**src/rtl/filt_sequencer.sv**
```systemverilog
// Address/control sequencer for the LPfilt FIR datapath.
// Samples land in a circular queue; each new sample past TAPS runs one pass.
module filt_sequencer #(
   parameter int TAPS  = 1021,
   parameter int DEPTH = 1536,
   parameter int AW    = 11
) (
   input  logic          clk,
   input  logic          rst_n,
   input  logic          valid,
   output logic          wrt_en,
   output logic [AW-1:0] wrt_addr,
   output logic [AW-1:0] rd_addr,
   output logic [AW-1:0] coeff_addr,
   output logic          sequencing,
   output logic          acc_clr,
   output logic          acc_en,
   output logic          out_valid,
   output logic          full,
   output logic          overrun
);

   localparam int CW = AW + 1;
   localparam logic [AW:0]   TAPS_W  = CW'(TAPS);
   localparam logic [AW:0]   DEPTH_W = CW'(DEPTH);
   localparam logic [AW-1:0] LAST_C  = AW'(TAPS - 1);
   localparam logic [AW-1:0] LAST_A  = AW'(DEPTH - 1);

   typedef enum logic [1:0] {IDLE, RUN, DONE} state_t;

   state_t        state_q, state_d;
   logic [AW-1:0] new_ptr_q, new_ptr_d;
   logic [AW:0]   count_q, count_d;
   logic          pend_q, pend_d;
   logic          overrun_q, overrun_d;
   logic          wrt_en_q, wrt_en_d;
   logic [AW-1:0] wrt_addr_q, wrt_addr_d;
   logic [AW-1:0] rd_addr_q, rd_addr_d;
   logic [AW-1:0] coeff_addr_q, coeff_addr_d;
   logic          seq_q, seq_d;
   logic          acc_clr_q, acc_clr_d;
   logic          acc_en_q, acc_en_d;
   logic          out_valid_q, out_valid_d;

   logic          start;
   logic [AW:0]   ptr_w;
   logic [AW-1:0] start_rd;

   assign full = (count_q >= TAPS_W);

   always_comb begin
      state_d      = state_q;
      new_ptr_d    = new_ptr_q;
      count_d      = count_q;
      pend_d       = pend_q;
      overrun_d    = overrun_q;
      wrt_en_d     = 1'b0;
      wrt_addr_d   = wrt_addr_q;
      rd_addr_d    = rd_addr_q;
      coeff_addr_d = coeff_addr_q;
      seq_d        = seq_q;
      acc_clr_d    = 1'b0;
      acc_en_d     = seq_q;
      out_valid_d  = (state_q == DONE);
      start        = (state_q == IDLE) && ((wrt_en_q && full) || pend_q);
      ptr_w        = {1'b0, new_ptr_q};
      // Oldest of the TAPS newest samples, modulo the queue depth.
      if (ptr_w >= TAPS_W) begin
         start_rd = AW'(ptr_w - TAPS_W);
      end else begin
         start_rd = AW'(ptr_w + DEPTH_W - TAPS_W);
      end

      if (valid) begin
         wrt_en_d   = 1'b1;
         wrt_addr_d = new_ptr_q;
         new_ptr_d  = (new_ptr_q == LAST_A) ? '0 : new_ptr_q + AW'(1);
         if (count_q != DEPTH_W) begin
            count_d = count_q + CW'(1);
         end
      end

      unique case (state_q)
         IDLE: begin
            if (start) begin
               state_d      = RUN;
               rd_addr_d    = start_rd;
               coeff_addr_d = '0;
               seq_d        = 1'b1;
               acc_clr_d    = 1'b1;
               pend_d       = 1'b0;
            end
         end
         RUN: begin
            if (coeff_addr_q == LAST_C) begin
               state_d = DONE;
               seq_d   = 1'b0;
            end else begin
               rd_addr_d    = (rd_addr_q == LAST_A) ? '0 : rd_addr_q + AW'(1);
               coeff_addr_d = coeff_addr_q + AW'(1);
            end
         end
         DONE: state_d = IDLE;
         default: state_d = IDLE;
      endcase

      // A sample that cannot start its own pass now waits as one pending pass.
      if (valid && (state_q != IDLE || start)) begin
         pend_d = 1'b1;
         if (pend_q) begin
            overrun_d = 1'b1;
         end
      end
   end

   always_ff @(posedge clk or negedge rst_n) begin
      if (!rst_n) begin
         state_q      <= IDLE;
         new_ptr_q    <= '0;
         count_q      <= '0;
         pend_q       <= 1'b0;
         overrun_q    <= 1'b0;
         wrt_en_q     <= 1'b0;
         wrt_addr_q   <= '0;
         rd_addr_q    <= '0;
         coeff_addr_q <= '0;
         seq_q        <= 1'b0;
         acc_clr_q    <= 1'b0;
         acc_en_q     <= 1'b0;
         out_valid_q  <= 1'b0;
      end else begin
         state_q      <= state_d;
         new_ptr_q    <= new_ptr_d;
         count_q      <= count_d;
         pend_q       <= pend_d;
         overrun_q    <= overrun_d;
         wrt_en_q     <= wrt_en_d;
         wrt_addr_q   <= wrt_addr_d;
         rd_addr_q    <= rd_addr_d;
         coeff_addr_q <= coeff_addr_d;
         seq_q        <= seq_d;
         acc_clr_q    <= acc_clr_d;
         acc_en_q     <= acc_en_d;
         out_valid_q  <= out_valid_d;
      end
   end

   assign wrt_en     = wrt_en_q;
   assign wrt_addr   = wrt_addr_q;
   assign rd_addr    = rd_addr_q;
   assign coeff_addr = coeff_addr_q;
   assign sequencing = seq_q;
   assign acc_clr    = acc_clr_q;
   assign acc_en     = acc_en_q;
   assign out_valid  = out_valid_q;
   assign overrun    = overrun_q;

endmodule
```
**config.mk**
```make
export PLATFORM = sky130hd
export DESIGN_NAME = filt_sequencer
export DESIGN_NICKNAME = d
export VERILOG_FILES = /design/src/rtl/filt_sequencer.sv
export SDC_FILE = /design/constraint.sdc
export NUM_CORES = 1
export LEC_CHECK = 0
export ABC_AREA = 1
export CORE_MARGIN = 4
export CORE_UTILIZATION = 60
export DETAILED_ROUTE_END_ITERATION = 10
export MAX_ROUTING_LAYER = met4
export PLACE_DENSITY = 0.95
export SETUP_SLACK_MARGIN = 0.15
export SLEW_MARGIN = 30
export SYNTH_ARGS = -nofsm -noshare
export SYNTH_HDL_FRONTEND = slang
export SYNTH_SLANG_ARGS = --single-unit
```
**constraint.sdc**
```tcl
create_clock -name clk -period 4.9 [get_ports clk]
set_input_delay 0.98 -clock clk [delete_from_list [all_inputs] [get_ports clk]]
set_output_delay 0.98 -clock clk [all_outputs]
set_load 0.1 [all_outputs]
```
==> results of run 1 <==
==> worst max-delay path, stage by stage, from the launching register on <==
cell	delay, ns
dfrtp_1	0.42
inv_1	0.11
ha_1	0.20
inv_1	0.06
or2_0	0.11
nand3_1	0.08
nand2_2	0.08
clkdlybuf4s50_1	1.13
==> stage by stage <==
stage | area, um2 | util
2_1_floorplan | 3562 | -
3_3_place_gp | 4015 | 0.7117
3_5_place_dp | 4015 | 0.7117
4_1_cts | 4220 | 0.7481
5_1_grt | 4223 | 0.7485
6_report | 4223 | 0.7485
==> kinds of logic after synthesis <==
family	share of synthesized area
AOI/OAI and AO/OA	0.08606
adders and majority gates	0.03161
DFF	0.4566
buffers and inverters	0.07587
and+or+nand+nor	0.2982
xor gates and xnor gates	0.05163
==> cell usage after synthesis, drive strengths merged <==
cell type / count / share of area
xnor2: 7 / 0.017
o22ai: 1 / 0.0018
a21oi: 7 / 0.0098
nand3: 32 / 0.046
inv: 56 / 0.059
ha: 9 / 0.032
clkbuf: 4 / 0.0042
and3: 1 / 0.0018
nor4: 3 / 0.0053
nand2: 136 / 0.16
o211ai: 2 / 0.0042
nor2: 49 / 0.055
nand4: 7 / 0.014
nand3b: 1 / 0.0021
or2: 1 / 0.0018
o21ai: 45 / 0.066
buf: 4 / 0.013
xor2: 14 / 0.034
nor3b: 1 / 0.0021
a31oi: 1 / 0.0018
nor3: 10 / 0.014
o21bai: 1 / 0.0021
dfrtp: 65 / 0.46
==> placed cells by master, fill, tap and decap left out, drive strengths merged <==
cell type and count:
o21bai 1, or2 1, nor3b 1, nor2 49, nand3 32, inv 56
a31oi 1, o21ai 45, o22ai 1, xnor2 7, buf 2, clkbuf 10
xor2 14, dfrtp 65, nand2 136, and3 1, bufinv 1, clkdlybuf4s50 41
ha 9, nor3 10, clkinvlp 2, clkinv 3, o211ai 2, nand3b 1
nor4 3, nand4 7, a21oi 7
==> path summary, 6_finish.rpt <==
check | from | end | slack (ns) | cells past startpoint
max | count_q[0] | full | 1.39 | 7
min | sequencing | acc_en | 0.41 | 0
max reg2reg | state_q[1] | coeff_addr[4] | 2.74 | 8
min reg2reg | sequencing | acc_en | 0.41 | 0
max in group asynchronous | rst_n | new_ptr_q[9] | 3.58 | 2
min in group asynchronous | rst_n | count_q[9] | 0.60 | 1
==> state kept, by name, summed over array words and instances, names as in the netlist <==
signal	flops
pend_q	1
sequencing	1
acc_clr	1
state_q	2
coeff_addr	11
count_q	12
overrun	1
out_valid	1
wrt_addr	11
wrt_en	1
new_ptr_q	11
acc_en	1
rd_addr	11
==> cell type report <==
type | instances | area (um2) | area share
clock buffer | 10 | 137.6 | 0.03259
timing repair buffer | 43 | 425.4 | 0.1007
sequential | 65 | 1627 | 0.3852
inverter | 56 | 210.2 | 0.04978
multi-input combinational | 328 | 1665 | 0.3944
clock inverter | 6 | 67.56 | 0.01600
tap | 72 | 90.09 | 0.02133
==> power by group through the flow <==
stage,sequential (mW),clock (mW),combinational [mW]
after floorplan,1.52,0,0.492
after global placement,0.871,0,1.46
after detailed placement,0.878,0,1.49
after CTS,0.871,0.475,1.50
after global routing,0.907,0.500,1.61
final,0.877,0.468,1.50
==> layer usage <==
layer  vias up  share of wire
li1       1544              -
met1      1535           0.43
met2       117           0.49
met3        21          0.057
met4         0          0.023
met5         -              0
==> out/results.ini, run 1 <==
[layout]
stdcell_count=580
diodes=0
fin_nets=515
area_growth_pct=18.55
nFillCells=416
drive_above_1_share=0.07087

[timing]
max_freq_ghz=0.2851
slew_violations=0
setup_ws_ns=1.392
tightest_slew_ns=0.9779
hold_slack_ns=0.4088
min_period_ns=3.508
rsz0062_at_grt=no
fin_skew_ns=0.009657
finalHoldViolCount=0
max_slew_margin=0.3460
period_share=0.7159
finalSetupViolations=0
fin_setup_tns_ns=0

[clock_tree]
cts_buffers=9
clk_latency_ns=0.35
postCtsSetupBuffers=0
cts-resized-gates=0
h-tree-depth=3
cts_hold_buf=0
tritoncts=done
cts.clk_slew.worst_paths_ns=0.08
ctsLongestPathBuffers=2
cts_root_buf=clkbuf_8
cts.sinks=65

[job]
max-cap-violations=0

[global_routing]
grt_overflow_total=0
grt.busiest_layer=met2
met1_usage=0.3007
antenna_found_initial=0
grt_pass1_vias=3170
track_usage=0.2505
grt_max_degree=42
grt_pass1_wl_um=14190
grt_use_met3=0.05534
met2_usage=0.4068

[synth]
synth.yosys.seq_area_share=0.4566
postSynthCellCount=457
syn_nets=469
ys_ff_latch=65
syn_avg_cell_area_um2=7.795
synth_cell_types=35
yosysWarnings=0
syn_area_mm2=0.003562

[detailed_routing]
drtIter0Drc=198
ant_nets=0
detail_route.wl_per_cell_um=13.95
drc=0
vias=3217
vias_per_cell=5.547
routed_wl_um=8093
first_pass_iters=5

[placement]
dp_hpwl_um=5681
gp_congestion=0.9238
portBuffers=42
dpl_worst_slack_ns=1.742
placed_cells=564

[floorplan]
die_h_um=85.05
ios=43
std_cell_rows=27
die_area_mm2=0.007234
initial_utilization=0.6314
core_mm2=0.005642
die_width_um=85.05

[power_and_ir_drop]
finalPower_mw=2.845
p_switching_mw=1.536
pwr-share-comb=0.527
switching_share=0.5399
p_seq_frac=0.308
p_leak_nw=2.042
p_per_area_mw_per_mm2=673.7
p_clk_frac=0.164
internal-power_mw=1.309
ir_drop_v=0.0004856

[run_status]
outcome=completed

[critical_path]
crit_path_end_kind=primary output
critPathMaxFanout=5
arrival_ns=2.53
start_kind=flip-flop
crit_type=reg -> out
crit_required_ns=3.92

[hold_path]
hp-class=reg -> reg

Power figures use the tool's default switching activity.
==> run 2: changes to the inputs <==
--- a/config.mk
+++ b/config.mk
@@ -7,10 +7,10 @@
 export LEC_CHECK = 0
 export ABC_AREA = 1
 export CORE_MARGIN = 4
-export CORE_UTILIZATION = 60
+export CORE_UTILIZATION = 56
 export DETAILED_ROUTE_END_ITERATION = 10
 export MAX_ROUTING_LAYER = met4
-export PLACE_DENSITY = 0.95
+export PLACE_DENSITY = 0.91
 export SETUP_SLACK_MARGIN = 0.15
 export SLEW_MARGIN = 30
 export SYNTH_ARGS = -nofsm -noshare
==> constraint.sdc (replaced) <==
create_clock -name clk -period 3.6 [get_ports clk]
set_input_delay 0.72 -clock clk [delete_from_list [all_inputs] [get_ports clk]]
set_output_delay 0.72 -clock clk [all_outputs]
set_load 0.1 [all_outputs]
==> run 2 against run 1 <==
Effect of this change: final cell count rose by 0.69%; clock-buffer cell count rose by 3; via count fell by 2.5%; non-clock buffer count rose by 1; cell area fell by 0.24%; critical path depth fell by 6; setup slack got worse by 0.48 ns; first-iteration DRC count fell by 4.5%; clock skew barely moved; power rose by 35%; critical path type unchanged.
==> out/results.ini, run 2 (synthesized netlist as in run 1, its figures left out) <==
[clock_tree]
ctsLongestPathBuffers=2
cts-resized-gates=0
postCtsSetupBuffers=0
clk_latency_ns=0.35
cts.sinks=65
tritoncts=done
cts_hold_buf=0
h-tree-depth=3
cts_buffers=9
cts_root_buf=clkbuf_8
cts.clk_slew.worst_paths_ns=0.07

[layout]
drive_above_1_share=0.06876
finalInstanceArea_mm2=0.004213
fin_nets=516
area_growth_pct=18.26
layout_commonest_cell=nand2_1
stdcell_count=584
largest_register=count_q
largest_register_ff_count=12
diodes=0
final_cell_mix=nand2_1, dfrtp_1, inv_1

[floorplan]
core_mm2=0.006061
die_width_um=87.76
die_h_um=87.76
die_area_mm2=0.007701
initial_utilization=0.5877
ios=43
std_cell_rows=28

[timing]
fin_setup_tns_ns=0
tightest_slew_ns=0.9822
slew_violations=0
finalHoldViolCount=0
period_share=0.7479
max_slew_margin=0.3431
fin_skew_ns=0.009809
max_freq_ghz=0.3714
rsz0062_at_grt=no
finalSetupViolations=0
min_period_ns=2.692

[detailed_routing]
first_pass_iters=5
met3WireLength_um=432
drc=0
drtIter0Drc=189
detail_route.wl_per_cell_um=13.26
topRoutingLayerUsed=met4
vias_per_cell=5.373
routed_wl_um=7743
met2WireLength_um=3665
wl_met1_um=3476
ant_nets=0
vias=3138

[global_routing]
grt_pass1_vias=2970
grt_max_degree=30
track_usage=0.2251
grt_pass1_wl_um=13200
antenna_found_initial=0
grt_overflow_total=0

[critical_path]
arrival_ns=1.97
path_buf_inv=1
critical_path.cell_chain=clkdlybuf4s50_1
cp-startpoint=coeff_addr[8]
crit_path_end_kind=primary output
crit_required_ns=2.88
slowest_stage=clkdlybuf4s50_1
cp_top_family=buffers and inverters
start_kind=flip-flop
critPathMaxFanout=5
slowest_delay_ns=1.17
crit_type=reg -> out
r2r_start=state_q[1]

[placement]
portBuffers=42
placed_cells=568
gp_congestion=0.9243
dp_hpwl_um=5634
placed_cell_area_mm2=0.004024

[power_and_ir_drop]
p_clk_frac=0.159
ir_drop_v=0.0008457
pwr-share-comb=0.531
p_leak_nw=2.047
p_switching_mw=2.046
switching_share=0.5345
p_per_area_mw_per_mm2=908.7
p_seq_frac=0.310
internal-power_mw=1.782

[job]
max-cap-violations=0

[run_status]
outcome=completed

[hold_path]
hp-class=in -> async

run 2: changes by cell type in the layout (fill, tap and decap cells not counted), sizes merged:
cell / before / now
clkinvlp: 2 / 0
clkinv: 3 / 2
clkbuf: 10 / 13
buf: 2 / 4
clkdlybuf4s50: 41 / 40
run 2: layer usage:
layer / GRT usage / up-vias
met3: 0.05268 / 21
met2: 0.3568 / 108
met5: - / -
met4: 0.09205 / 0
li1: - / 1549
met1: 0.2773 / 1460
run 2: cell type report:
type                    instances  area (um2)
repair buffers                 44       427.9
inverters                      56       210.2
clock inverters                 3       40.04
multi-input cells             328        1665
clock buffers                  13       148.9
flip-flops and latches         65        1627
well taps                      75       93.84
fillers                       485        1848
run 2: path summary, 6_finish.rpt:
path / end / slack [ns] / depth (start not counted)
worst max-delay path: coeff_addr[8] / 0.91 / 1
worst min-delay path: coeff_addr[1] / 0.39 / 1
worst max register to register: rd_addr[2] / 1.57 / 8
worst min register to register: acc_en / 0.41 / 0
max in group asynchronous: rd_addr[9] / 2.42 / 2
min in group clk: acc_en / 0.41 / 0
run 2: through the flow:
step	util	setup WS (ns)	power (mW)	hold slack, ns
5_1_grt	0.6951	0.8553	4.064	0.4438
2_1_floorplan	-	1.365	2.741	0.4230
4_1_cts	0.6951	0.9074	3.840	0.4093
6_report	0.6951	0.9077	3.828	0.3912
3_5_place_dp	0.6639	0.9238	3.222	0.3977
3_3_place_gp	0.6639	1.025	3.187	0.3899
run 2: power groups by stage:
stage | clock, mW | sequential (mW) | combinational [mW]
final | 0.608 | 1.19 | 2.03
after global routing | 0.656 | 1.22 | 2.18
after CTS | 0.615 | 1.18 | 2.04
after detailed placement | 0 | 1.19 | 2.03
after global placement | 0 | 1.19 | 2.00
after floorplan | 0 | 2.07 | 0.670
==> run 3: changes to the inputs <==
==> constraint.sdc (replaced) <==
create_clock -name clk -period 2.7 [get_ports clk]
set_input_delay 0.54 -clock clk [delete_from_list [all_inputs] [get_ports clk]]
set_output_delay 0.54 -clock clk [all_outputs]
set_load 0.1 [all_outputs]
==> run 3 against run 2 <==
Effect of this change: sequential power increased by 34%; worst hold slack got worse by 0.18 ns; clock power increased by 41%; setup slack got worse by 0.49 ns; highest routed layer unchanged.
==> out/results.ini, run 3 (synthesized netlist as in run 1, its figures left out) <==
[floorplan]
std_cell_rows=28
ios=43
initial_utilization=0.5877
die_area_mm2=0.007701
die_h_um=87.76
core_mm2=0.006061
die_width_um=87.76

[clock_tree]
cts-resized-gates=0
tritoncts=done
cts.sinks=65
h-tree-depth=3
cts_buffers=9
clk_latency_ns=0.35
cts.clk_slew.worst_paths_ns=0.07
postCtsSetupBuffers=0
ctsLongestPathBuffers=2
cts_hold_buf=0
cts_root_buf=clkbuf_8

[layout]
multiInputGateArea_mm2=0.001665
layout_commonest_cell=nand2_1
drive_above_1_share=0.1526
final_cell_mix=nand2_1, dfrtp_1, inv_1
fin_nets=518
largest_register_ff_count=12
register_area_mm2=0.001627
area_growth_pct=16.79
diodes=0
largest_register=count_q
nFillCells=486
post-route-util=0.6864

[critical_path]
crit_path_end_kind=primary output
crit_top_cell=inv_1
slowest_delay_ns=0.42
crit_type=reg -> out
r2r_cells=8
crit_required_ns=2.16
path_buf_inv=3
slowest_stage=dfrtp_1
critical_path.cell_chain=inv_1 > ha_1 > inv_1 > or2_0 > nand3_1 > nand2_2 > buf_4
critPathMaxFanout=5
r2r_start=rd_addr[0]
cp_top_family=buffers and inverters
r2r_setup_slack_ns=0.78
r2r-end=rd_addr[1]
start_kind=flip-flop
arrival_ns=1.74

[detailed_routing]
detail_route.wl_per_cell_um=13.72
ant_nets=0
routed_wl_um=8038
met3WireLength_um=423
drtIter0Drc=158
vias=3111
met2WireLength_um=3913
topRoutingLayerUsed=met4
drc=0
first_pass_iters=6
vias_per_cell=5.309
wl_met1_um=3530

[timing]
fin_setup_tns_ns=0
rsz0062_at_grt=no
setup_ws_ns=0.4217
finalHoldViolCount=0
max_slew_margin=0.5704
max_freq_ghz=0.4389
fin_skew_ns=0.01115
min_period_ns=2.278
slew_violations=0
finalSetupViolations=0
tightest_slew_ns=0.6444
period_share=0.8438

[power_and_ir_drop]
p_per_area_mw_per_mm2=1228
ir_drop_v=0.001090
p_leak_nw=2.115

[global_routing]
grt_overflow_total=0
antenna_found_initial=0
grt_pass1_wl_um=14130
grt_max_degree=39
grt_pass1_vias=3076
track_usage=0.2399

[placement]
gp_congestion=0.9478
portBuffers=42
dp_hpwl_um=5826
dpl_worst_slack_ns=0.6407

[job]
max-cap-violations=0

[run_status]
outcome=completed

[hold_path]
hp-class=in -> async

[run 3: changes by cell type in the layout (fill, tap and decap cells not counted), sizes merged]
cell           change
clkdlybuf4s50     -39
clkinvlp           +1
buf               +41
clkbuf             -1
[run 3: power by group]
part           switching, mW  total [mW]  internal [mW]  leakage, nW
clock                  0.380       0.857          0.477        0.103
sequential             0.345        1.60           1.25        0.794
combinational           2.04        2.65          0.613         1.22
[run 3: routing by layer]
metal	vias up	track usage
li1	1552	-
met1	1453	0.3022
met2	88	0.3877
met3	18	0.04045
met4	0	0.09066
met5	-	-
[run 3: area by class of cell]
type / instances / share of cell area
Clock buffer: 12 / 0.03729
Clock inverter: 4 / 0.01233
Inverter: 56 / 0.05053
Multi-Input combinational cell: 328 / 0.4003
Sequential cell: 65 / 0.3910
Tap cell: 75 / 0.02256
Timing Repair Buffer: 46 / 0.08601
[run 3: through the flow]
stage,hold slack [ns],std cells,instance area [um2],total power [mW]
global route,0.2563,586,4160,5.426
detailed placement,0.4019,570,3954,4.256
global placement,0.3940,570,3954,4.205
finish,0.2103,586,4160,5.108
CTS,0.2182,586,4160,5.128
floorplan,0.2444,457,3562,3.655
[run 3: worst max-delay path by stage]
stage                     startpoint            to  slack [ns]  depth (start not counted)
final                     count_q[0]          full        0.42                          7
after global routing      count_q[0]          full        0.27                          7
after CTS                 count_q[0]          full        0.40                          7
after detailed placement       valid  new_ptr_q[9]        0.64                          8
after global placement         valid  new_ptr_q[9]        0.67                          8
after floorplan           rd_addr[0]    rd_addr[6]        0.46                          8
